==> config.mk <==
export PLATFORM = sky130hd
export DESIGN_NAME = arbitro_rr
export DESIGN_NICKNAME = d
export VERILOG_FILES = /design/src/rtl/arbitro_rr.sv
export SDC_FILE = /design/constraint.sdc
export NUM_CORES = 1
export LEC_CHECK = 0
export ABC_AREA = 1
export ABC_CLOCK_PERIOD_IN_PS = 5200
export BUFFER_PORTS_ARGS = -buffer_cell sky130_fd_sc_hd__buf_2
export CORE_MARGIN = 2
export CORE_UTILIZATION = 45
export CTS_BUF_LIST = sky130_fd_sc_hd__clkbuf_4
export CTS_CLUSTER_SIZE = 40
export DETAILED_ROUTE_END_ITERATION = 7
export GPL_TIMING_DRIVEN = 0
export PLACE_DENSITY = 0.71
export SLEW_MARGIN = 20
export SYNTH_ARGS = -nofsm -noshare
export SYNTH_HDL_FRONTEND = slang
export SYNTH_SLANG_ARGS = --single-unit
==> constraint.sdc <==
create_clock -name clk -period 5.2 [get_ports clk]
set_input_delay 0.26 -clock clk [delete_from_list [all_inputs] [get_ports clk]]
set_output_delay 0.26 -clock clk [all_outputs]
set_load 0.03 [all_outputs]
==> src/rtl/arbitro_rr.sv <==
// Round-robin router: drains N_IN source FIFOs into N_OUT class-selected destinations, one word per cycle.
// Registered Pop/Push (1 clock head->Push); sources whose destination is almost full are skipped, never blocking others.
module arbitro_rr #(
  parameter int N_IN   = 4,
  parameter int N_OUT  = 4,
  parameter int DATA_W = 6
) (
  input  logic                   clk,
  input  logic                   reset,
  input  logic                   Enable,
  input  logic [N_IN-1:0]        FIFO_empty,
  input  logic [N_IN*DATA_W-1:0] FIFO_data,
  input  logic [N_OUT-1:0]       Almost_full,
  output logic [N_IN-1:0]        Pop,
  output logic [N_OUT-1:0]       Push,
  output logic [DATA_W-1:0]      data_out,
  output logic [15:0]            Count,
  output logic                   Idle
);

  localparam int CLASS_W = $clog2(N_OUT);
  localparam int PTR_W   = $clog2(N_IN);
  localparam int DIST_W  = PTR_W + 1;

  typedef enum logic {
    ST_IDLE = 1'b0,
    ST_BUSY = 1'b1
  } state_t;

  state_t             state_q, state_d;
  logic [N_IN-1:0]    pop_q, pop_d;
  logic [N_OUT-1:0]   push_q, push_d;
  logic [DATA_W-1:0]  data_q, data_d;
  logic [15:0]        count_q, count_d;
  logic [PTR_W-1:0]   ptr_q, ptr_d;
  logic [PTR_W-1:0]   last_q, last_d;
  logic               last_vld_q, last_vld_d;

  logic [DATA_W-1:0]  head_dat [N_IN];
  logic [CLASS_W-1:0] head_cls [N_IN];
  logic [N_IN-1:0]    elig;

  // The last-granted source is masked because its head only advances one edge after the pop.
  for (genvar i = 0; i < N_IN; i++) begin : g_src
    assign head_dat[i] = FIFO_data[i*DATA_W +: DATA_W];
    assign head_cls[i] = head_dat[i][DATA_W-1 -: CLASS_W];
    assign elig[i]     = ~FIFO_empty[i] & ~Almost_full[head_cls[i]]
                         & ~(last_vld_q && (last_q == PTR_W'(i)));
  end

  logic               gnt_vld;
  logic [PTR_W-1:0]   gnt_idx;
  logic [CLASS_W-1:0] gnt_cls;
  logic [DATA_W-1:0]  gnt_dat;
  logic [DIST_W-1:0]  gnt_dist;
  logic [DIST_W-1:0]  scan_dist;

  // Winner is the eligible source at the smallest circular distance from ptr.
  always_comb begin
    gnt_vld   = 1'b0;
    gnt_idx   = '0;
    gnt_cls   = '0;
    gnt_dat   = '0;
    gnt_dist  = '0;
    scan_dist = '0;
    for (int i = 0; i < N_IN; i++) begin
      if (PTR_W'(i) >= ptr_q) begin
        scan_dist = DIST_W'(i) - DIST_W'(ptr_q);
      end else begin
        scan_dist = DIST_W'(i) + DIST_W'(N_IN) - DIST_W'(ptr_q);
      end
      if (elig[i] && (!gnt_vld || (scan_dist < gnt_dist))) begin
        gnt_vld  = 1'b1;
        gnt_idx  = PTR_W'(i);
        gnt_cls  = head_cls[i];
        gnt_dat  = head_dat[i];
        gnt_dist = scan_dist;
      end
    end
  end

  always_comb begin
    pop_d      = '0;
    push_d     = '0;
    data_d     = data_q;
    count_d    = count_q;
    ptr_d      = ptr_q;
    last_vld_d = 1'b0;
    last_d     = last_q;
    if (gnt_vld) begin
      pop_d      = N_IN'(1) << gnt_idx;
      push_d     = N_OUT'(1) << gnt_cls;
      data_d     = gnt_dat;
      count_d    = count_q + 16'd1;
      ptr_d      = (gnt_idx == PTR_W'(N_IN - 1)) ? '0 : gnt_idx + PTR_W'(1);
      last_vld_d = 1'b1;
      last_d     = gnt_idx;
    end
  end

  always_comb begin
    state_d = state_q;
    case (state_q)
      ST_IDLE: if (gnt_vld)  state_d = ST_BUSY;
      ST_BUSY: if (!gnt_vld) state_d = ST_IDLE;
    endcase
  end

  always_ff @(posedge clk) begin
    if (!reset) begin
      state_q    <= ST_IDLE;
      pop_q      <= '0;
      push_q     <= '0;
      data_q     <= '0;
      count_q    <= '0;
      ptr_q      <= '0;
      last_q     <= '0;
      last_vld_q <= 1'b0;
    end else if (Enable) begin
      state_q    <= state_d;
      pop_q      <= pop_d;
      push_q     <= push_d;
      data_q     <= data_d;
      count_q    <= count_d;
      ptr_q      <= ptr_d;
      last_q     <= last_d;
      last_vld_q <= last_vld_d;
    end
  end

  assign Pop      = pop_q;
  assign Push     = push_q;
  assign data_out = data_q;
  assign Count    = count_q;
  assign Idle     = (state_q == ST_IDLE);

endmodule

==> impl_metrics.toml, run 1 <==
[run_status]
status = "finished, final reports clean"

[cts]
clkTransAtPathRegs_ns = 0.11
clkLatencyLatePin_ns = 0.35
hold_buffers = 0
cts_tree = "built"
clock_path_buffers = 2
numCtsBuffers = 5
post_cts_buffers = 0
cts.sinks = 35
clockRootBuffer = "clkbuf_4"
cts_max_level = 2
ctsResizeCount = 0

[drt]
drtIter0Drc = 127
post_drt_wl_per_cell_um = 11.2
drc = 0
first_pass_iters = 4
finalWirelength_mm = 5.31
viasPerCell = 4.79
vias = 2276
ant_nets = 0

[finish]
syn_to_final_growth_pct = 20.3
regArea_um2 = 701
diodes = 0
drive_gt1_frac = 0.265
multi_input_area_um2 = 1290
fin_nets = 452
fillerInstances = 507

[critical_path]
cp_common_cell = "nand2_1"
slowest_delay_ns = 0.43
required_ns = 5.44
cp.arrival_ns = 4.53
crit_slowest_cell = "dfxtp_1"
end_kind = "register"
crit_type = "register to register"
startpoint_type = "register"
critPathMaxFanout = 10

[synthesis]
yosysMostFrequentCell = "nand2_1"
synth_xor_xnor_area_share = 0
synth_area_leaders = "dfxtp_1 (32%), nand2_1 (15%), inv_1 (7.3%), a21oi_1 (7.0%), nand3_1 (5.6%)"
synth_compound_area_frac = 0.154
synthAdderAreaFrac = 0.0506
synth_common_cells = "nand2_1 (90), inv_1 (43), dfxtp_1 (35), a21oi_1 (31), nand3_1 (25)"
synth.top_cell.area_share = 0.315
synthFlopType = "dfxtp_1"
ys_seq_area_frac = 0.315
synth_top_family_by_area = "simple AND/OR/NAND/NOR gates"
syn_nets = 381
synthSimpleGateAreaFrac = 0.374
synth_area_leader_cell = "dfxtp_1"
synthMuxAreaShare = 0
synth.avg_cell_area_um2 = 6.60
ys_warn_count = 0
synth-seq-cells = 35
synth-edff-count = 0
synth_cells = 337
async_flop_share = 0
synth.distinct_cells = 36
synth_area_um2 = 2220

[pwr]
clockPowerShare = 0.217
pwr_density_cell_nw_per_um2 = 240
power_frac_seq = 0.460
power.net_switching_w = 0.000238
p_int_w = 0.000403
peakVddDrop_uv = 155
combPwrFrac = 0.322
p_leak_nw = 1.35
netSwitchingFraction = 0.371

[grt]
grt_max_degree = 11
grt_pass1_vias = 2044
gr-total-overflow = 0
grt_pass1_wl_mm = 8.81
antenna_found_initial = 0
grtUsageTotal = 0.204

[timing]
skew_ns = 0.0143
fmax_ghz = 0.233
hold_slack_ns = 0.191
maxSlewViolCount = 0
setup_tns_ns = 0
setup_ws_ns = 0.907
worst_pin_slew_ns = 0.443
setup_viol = 0
slew_headroom = 0.705
rsz0062_at_grt = "false"
fin_crit_sh = 0.826
period_needed_ns = 4.29
hold_viol = 0

[placement]
place.gp.congestion = 0.797
place.port_buffers = 64
dp_hpwl_mm = 4.10
post-place-ws_ns = 0.943

[die]
ios = 66
die-area_um2 = 5520
die_y_um = 74.3
row_count = 25
start_util = 0.468
core_area_um2 = 4750
die_w_um = 74.3

[run]
cap_violations = 0

[hold_path]
hp-class = "primary input to register"
flip-flops by register name (all words and copies together), names as in the netlist:
signal      flops
data_out        6
Push            4
last_q          2
last_vld_q      1
Pop             4
Count          16
ptr_q           2
final timing paths:
kind,from,cells after the start,slack (ns),end
setup / recovery,ptr_q[0],30,0.91,ptr_q[1]
hold / removal,Enable,3,0.19,Push[3]
setup reg to reg,ptr_q[0],30,0.91,ptr_q[1]
hold reg to reg,Push[2],2,0.47,Push[2]
stage by stage:
| step | utilization | instance area [um2] | power [W] | instances |
|---|---|---|---|---|
| CTS | 0.562 | 2670 | 0.000646 | 475 |
| floorplan | - | 2220 | 0.000451 | 337 |
| detailed placement | 0.553 | 2630 | 0.000507 | 468 |
| global placement | 0.553 | 2630 | 0.000505 | 468 |
| global route | 0.562 | 2670 | 0.000685 | 475 |
| finish | 0.562 | 2670 | 0.000641 | 475 |
power by group through the flow:
stage	Sequential, W	Combinational (W)	Clock, W
finish	0.000295	0.000207	0.000139
global route	0.000298	0.000233	0.000155
CTS	0.000295	0.000208	0.000143
detailed placement	0.000301	0.000206	0
global placement	0.000301	0.000204	0
floorplan	0.000320	0.000130	0
per-layer routing:
layer / track usage / part of all wire
met5: 0 / 0
met4: 0.0595 / 0.0098
met3: 0.0393 / 0.062
met2: 0.328 / 0.44
met1: 0.279 / 0.49
placed cells by master, fill, tap and decap left out, types with 3 or more instances in the layout:
master,netlist,layout
nand2_2,10,10
inv_2,4,4
nand3_2,3,3
o21ai_1,3,3
inv_1,43,43
nand2_1,90,90
nor2_2,5,5
dfxtp_1,35,35
nand3_1,25,25
a21oi_1,31,31
ha_1,9,9
clkinv_1,4,5
nor2_1,21,21
o21ai_0,16,16
buf_2,4,68
clkbuf_4,0,5
nor3_1,5,5
o211ai_1,3,3
cell type report:
type / count / share of cell area
Buffer: 7 / 0.0145
Inverter: 52 / 0.0739
Tap cell: 67 / 0.0314
Sequential cell: 35 / 0.262
Clock inverter: 2 / 0.00328
Multi-Input combinational cell: 243 / 0.481
Clock buffer: 5 / 0.0140
Timing Repair Buffer: 64 / 0.120
kinds of logic after synthesis:
| family | Yosys count |
|---|---|
| simple gates | 174 |
| buf+inv | 59 |
| flops | 35 |
| compound gates | 60 |
| fa+ha+maj | 9 |
critical path: cells and delay by family (launching register included):
kind / cells / cell delay, ns
buf+inv: 6 / 0.60
flops: 1 / 0.43
fa+ha+maj: 4 / 1.15
compound gates: 5 / 0.82
simple gates: 15 / 1.17
(Power assumes the default switching activity.)
==> run 2, diff against run 1 <==
Settings changed: ABC_AREA 1 to 0, ABC_CLOCK_PERIOD_IN_PS 5200 to 3600, PLACE_DENSITY 0.71 to 0.75.
Clock period 5.2 ns to 3.6 ns, I/O delays scaled along.
==> run 2 against run 1 <==
The flow now finishes with violations (negative setup slack). Utilization is 14 points higher. Critical path type unchanged. First-iteration DRC count is 48% lower. Setup slack worse by 1.4 ns. Non-clock buffer count is 43 higher. Final cell count is 17% lower. Synthesized cell count is 31% lower. Maximum frequency is 3.9% higher. Critical path depth is 6 lower. Sequential power is 47% higher. Via count is 2.3% lower.
==> impl_metrics.toml, run 2 <==
[run_status]
status = "finished, violations left"
violations = "negative setup slack"

[pwr]
combPwrFrac = 0.478
p_int_w = 0.000773
netSwitchingFraction = 0.360
p_leak_nw = 1.37
peakVddDrop_uv = 292
power.net_switching_w = 0.000435
design_power_total_w = 0.00121
power_frac_seq = 0.358
clockPowerShare = 0.164
pwr_density_cell_nw_per_um2 = 394

[timing]
skew_ns = 0.00876
period_needed_ns = 4.13
fin_crit_sh = 1.15
rsz0062_at_grt = "true"
setup_viol = 18
maxSlewViolCount = 0
fmax_ghz = 0.242
slew_headroom = 0.376
hold_viol = 0
setup_ws_ns = -0.534
worst_pin_slew_ns = 0.929

[critical_path]
cp.arrival_ns = 4.36
critPathMaxFanout = 3
end_kind = "register"
r2r.worst_path.cells = 24
startpoint_type = "register"
rr_endpoint = "ptr_q[1]"
crit_slowest_cell = "dfxtp_4"
cp_cell_sequence = "inv_4 > ha_4 > o21ai_4 > nand2_2 > a21oi_4 > buf_6 > a22oi_2 > ha_2 > buf_4 > buf_4 > or2_2 > o31ai_4 > o211ai_1 > buf_4 > mux2_4 > ha_4 > a21oi_4 > a21oi_4 > buf_6 > and2_4 > inv_4 > ha_4 > a21oi_2 > nor2_1"
reg2reg_from = "ptr_q[0]"
path_delay_family = "compound AO/OA/AOI/OAI gates"
crit_type = "register to register"
ff2ff_setup_slack_ns = -0.53
critPathBufInv = 7
slowest_delay_ns = 0.39
required_ns = 3.83

[finish]
largest_register_ffs = 16
diodes = 0
final_cell_mix = "buf_2 (65), buf_4 (37), dfxtp_1 (30), nor2_1 (28)"
stdcell_area_um2 = 3070
final_cell_count_no_fill = 396
syn_to_final_growth_pct = 47.9
mostFrequentLayoutCell = "buf_2"
drive_gt1_frac = 0.477
utilization = 0.699
fin_nets = 388

[placement]
dp.cells = 349
placed_cell_area_um2 = 2540
dp_hpwl_mm = 3.87
place.gp.congestion = 0.827
place.port_buffers = 65

[synthesis]
synth_common_cells = "dfxtp_1 (35), nor2_1 (28), nand2_1 (12), nand3_1 (12), o21ai_0 (11)"
synth_area_leaders = "dfxtp_1 (34%), ha_1 (5.4%), nor2_1 (5.1%), mux4_2 (4.3%), xor2_1 (4.2%)"
synthFlopType = "dfxtp_1"
ys_warn_count = 0
ys_seq_area_frac = 0.338
synth_area_leader_cell = "dfxtp_1"
synth_top_family_by_area = "compound AO/OA/AOI/OAI gates"
synth_xor_xnor_area_share = 0.0591
synthMuxAreaShare = 0.0772
synth.avg_cell_area_um2 = 8.94
synth-edff-count = 0
synth.distinct_cells = 51
synthSimpleGateAreaFrac = 0.204
async_flop_share = 0
yosysMostFrequentCell = "dfxtp_1"
synthAdderAreaFrac = 0.0543
synth-seq-cells = 35
synth_compound_area_frac = 0.229
synth_area_um2 = 2070
synth_cells = 232
syn_nets = 276
synth.top_cell.area_share = 0.338

[drt]
drtIter0Drc = 66
first_pass_iters = 4
finalWirelength_mm = 6.12
drc = 0
post_drt_wl_per_cell_um = 15.5
ant_nets = 0
vias = 2224
viasPerCell = 5.62

[grt]
met1_usage = 0.293
antenna_found_initial = 0
use_met3 = 0.0492
grt_max_degree = 11
grt_util_met2 = 0.405
gr-total-overflow = 0
grt_pass1_wl_mm = 9.70
grt_pass1_vias = 2162
busiest_layer = "met2"
grtUsageTotal = 0.234

[die]
die_y_um = 71.9
row_count = 24
ios = 66
die-area_um2 = 5170
die_w_um = 71.9
start_util = 0.473
core_area_um2 = 4380

[hold_path]
hold_depth = 3
holdCritStartpoint = "FIFO_data[21]"
hp-class = "primary input to register"
hold_end = "data_out[3]"

[cts]
clock_path_buffers = 2
cts.sinks = 35
cts_tree = "built"
clkLatencyLatePin_ns = 0.34
hold_buffers = 0
clkTransAtPathRegs_ns = 0.10
clockRootBuffer = "clkbuf_4"
cts_max_level = 2
numCtsBuffers = 5

[run]
cap_violations = 0
==> run 2: cell types whose count changed in the layout (fill, tap and decap cells not counted), moves of 6 or more <==
cell     before  now
a21oi_1      31    8
inv_1        43    7
nand2_2      10    1
xor2_1        0   10
nand2_1      90   11
nor2_1       21   28
nand3_1      25   11
buf_4         0   37
ha_1          9    2
o21ai_0      16   10
==> run 2: metrics by stage <==
stage	setup TNS, ns	hold WS, ns	worst slack (ns)
after floorplan	-8.70	0.347	-0.791
after global placement	-18.09	0.458	-1.33
after detailed placement	-18.34	0.456	-1.33
after CTS	-7.52	0.0810	-0.539
after global routing	-9.43	0.0749	-0.631
final	-7.24	0.0899	-0.534
==> run 2: routing by layer <==
layer  routed length, um  vias up
met5                   0        -
met1                2580     1065
met3                 274        9
li1                    -     1087
met2                3180       63
met4                  81        0
==> run 2: worst max path at each step <==
stage                        from  slack [ns]        to  cells past startpoint
floorplan           FIFO_data[10]       -0.79  ptr_q[1]                     20
global placement    FIFO_data[10]       -1.33  ptr_q[1]                     21
detailed placement  FIFO_data[10]       -1.33  ptr_q[1]                     21
CTS                    last_vld_q       -0.54  ptr_q[1]                     20
global route             ptr_q[0]       -0.63  ptr_q[1]                     22
finish                   ptr_q[0]       -0.53  ptr_q[1]                     24
==> run 2: layout make-up <==
type	instances	area (um2)
Inverter	11	46.3
Fill cell	359	1320
Tap cell	52	65.1
Buffer	9	52.6
Timing Repair Buffer	105	644
Sequential cell	35	719
Clock inverter	2	8.76
Clock buffer	5	37.5
Multi-Input combinational cell	177	1490
==> run 2: tightest hold or removal path: cells and delay by family <==
kind / cells / cell delay (ns)
simple gates: 1 / 0.05
compound gates: 1 / 0.07
buf+inv: 1 / 0.10
==> run 2: what timing repair did <==
item,in CTS,in global routing
resized for setup,23,18
setup endpoints to repair,18,18
cloned,0,1
pin swaps,12,19
setup buffers,29,10
==> run 2: kinds of logic after synthesis <==
| family | after synthesis |
|---|---|
| mux | 10 |
| simple gates | 83 |
| flops | 35 |
| fa+ha+maj | 9 |
| compound gates | 61 |
| buf+inv | 20 |
| xor+xnor | 14 |
==> run 2: power groups by stage <==
stage	Clock (W)	Combinational, W	Sequential, W
after floorplan	0	0.000244	0.000475
after global placement	0	0.000368	0.000444
after detailed placement	0	0.000370	0.000444
after CTS	0.000202	0.000510	0.000429
after global routing	0.000219	0.000617	0.000436
final	0.000198	0.000577	0.000433
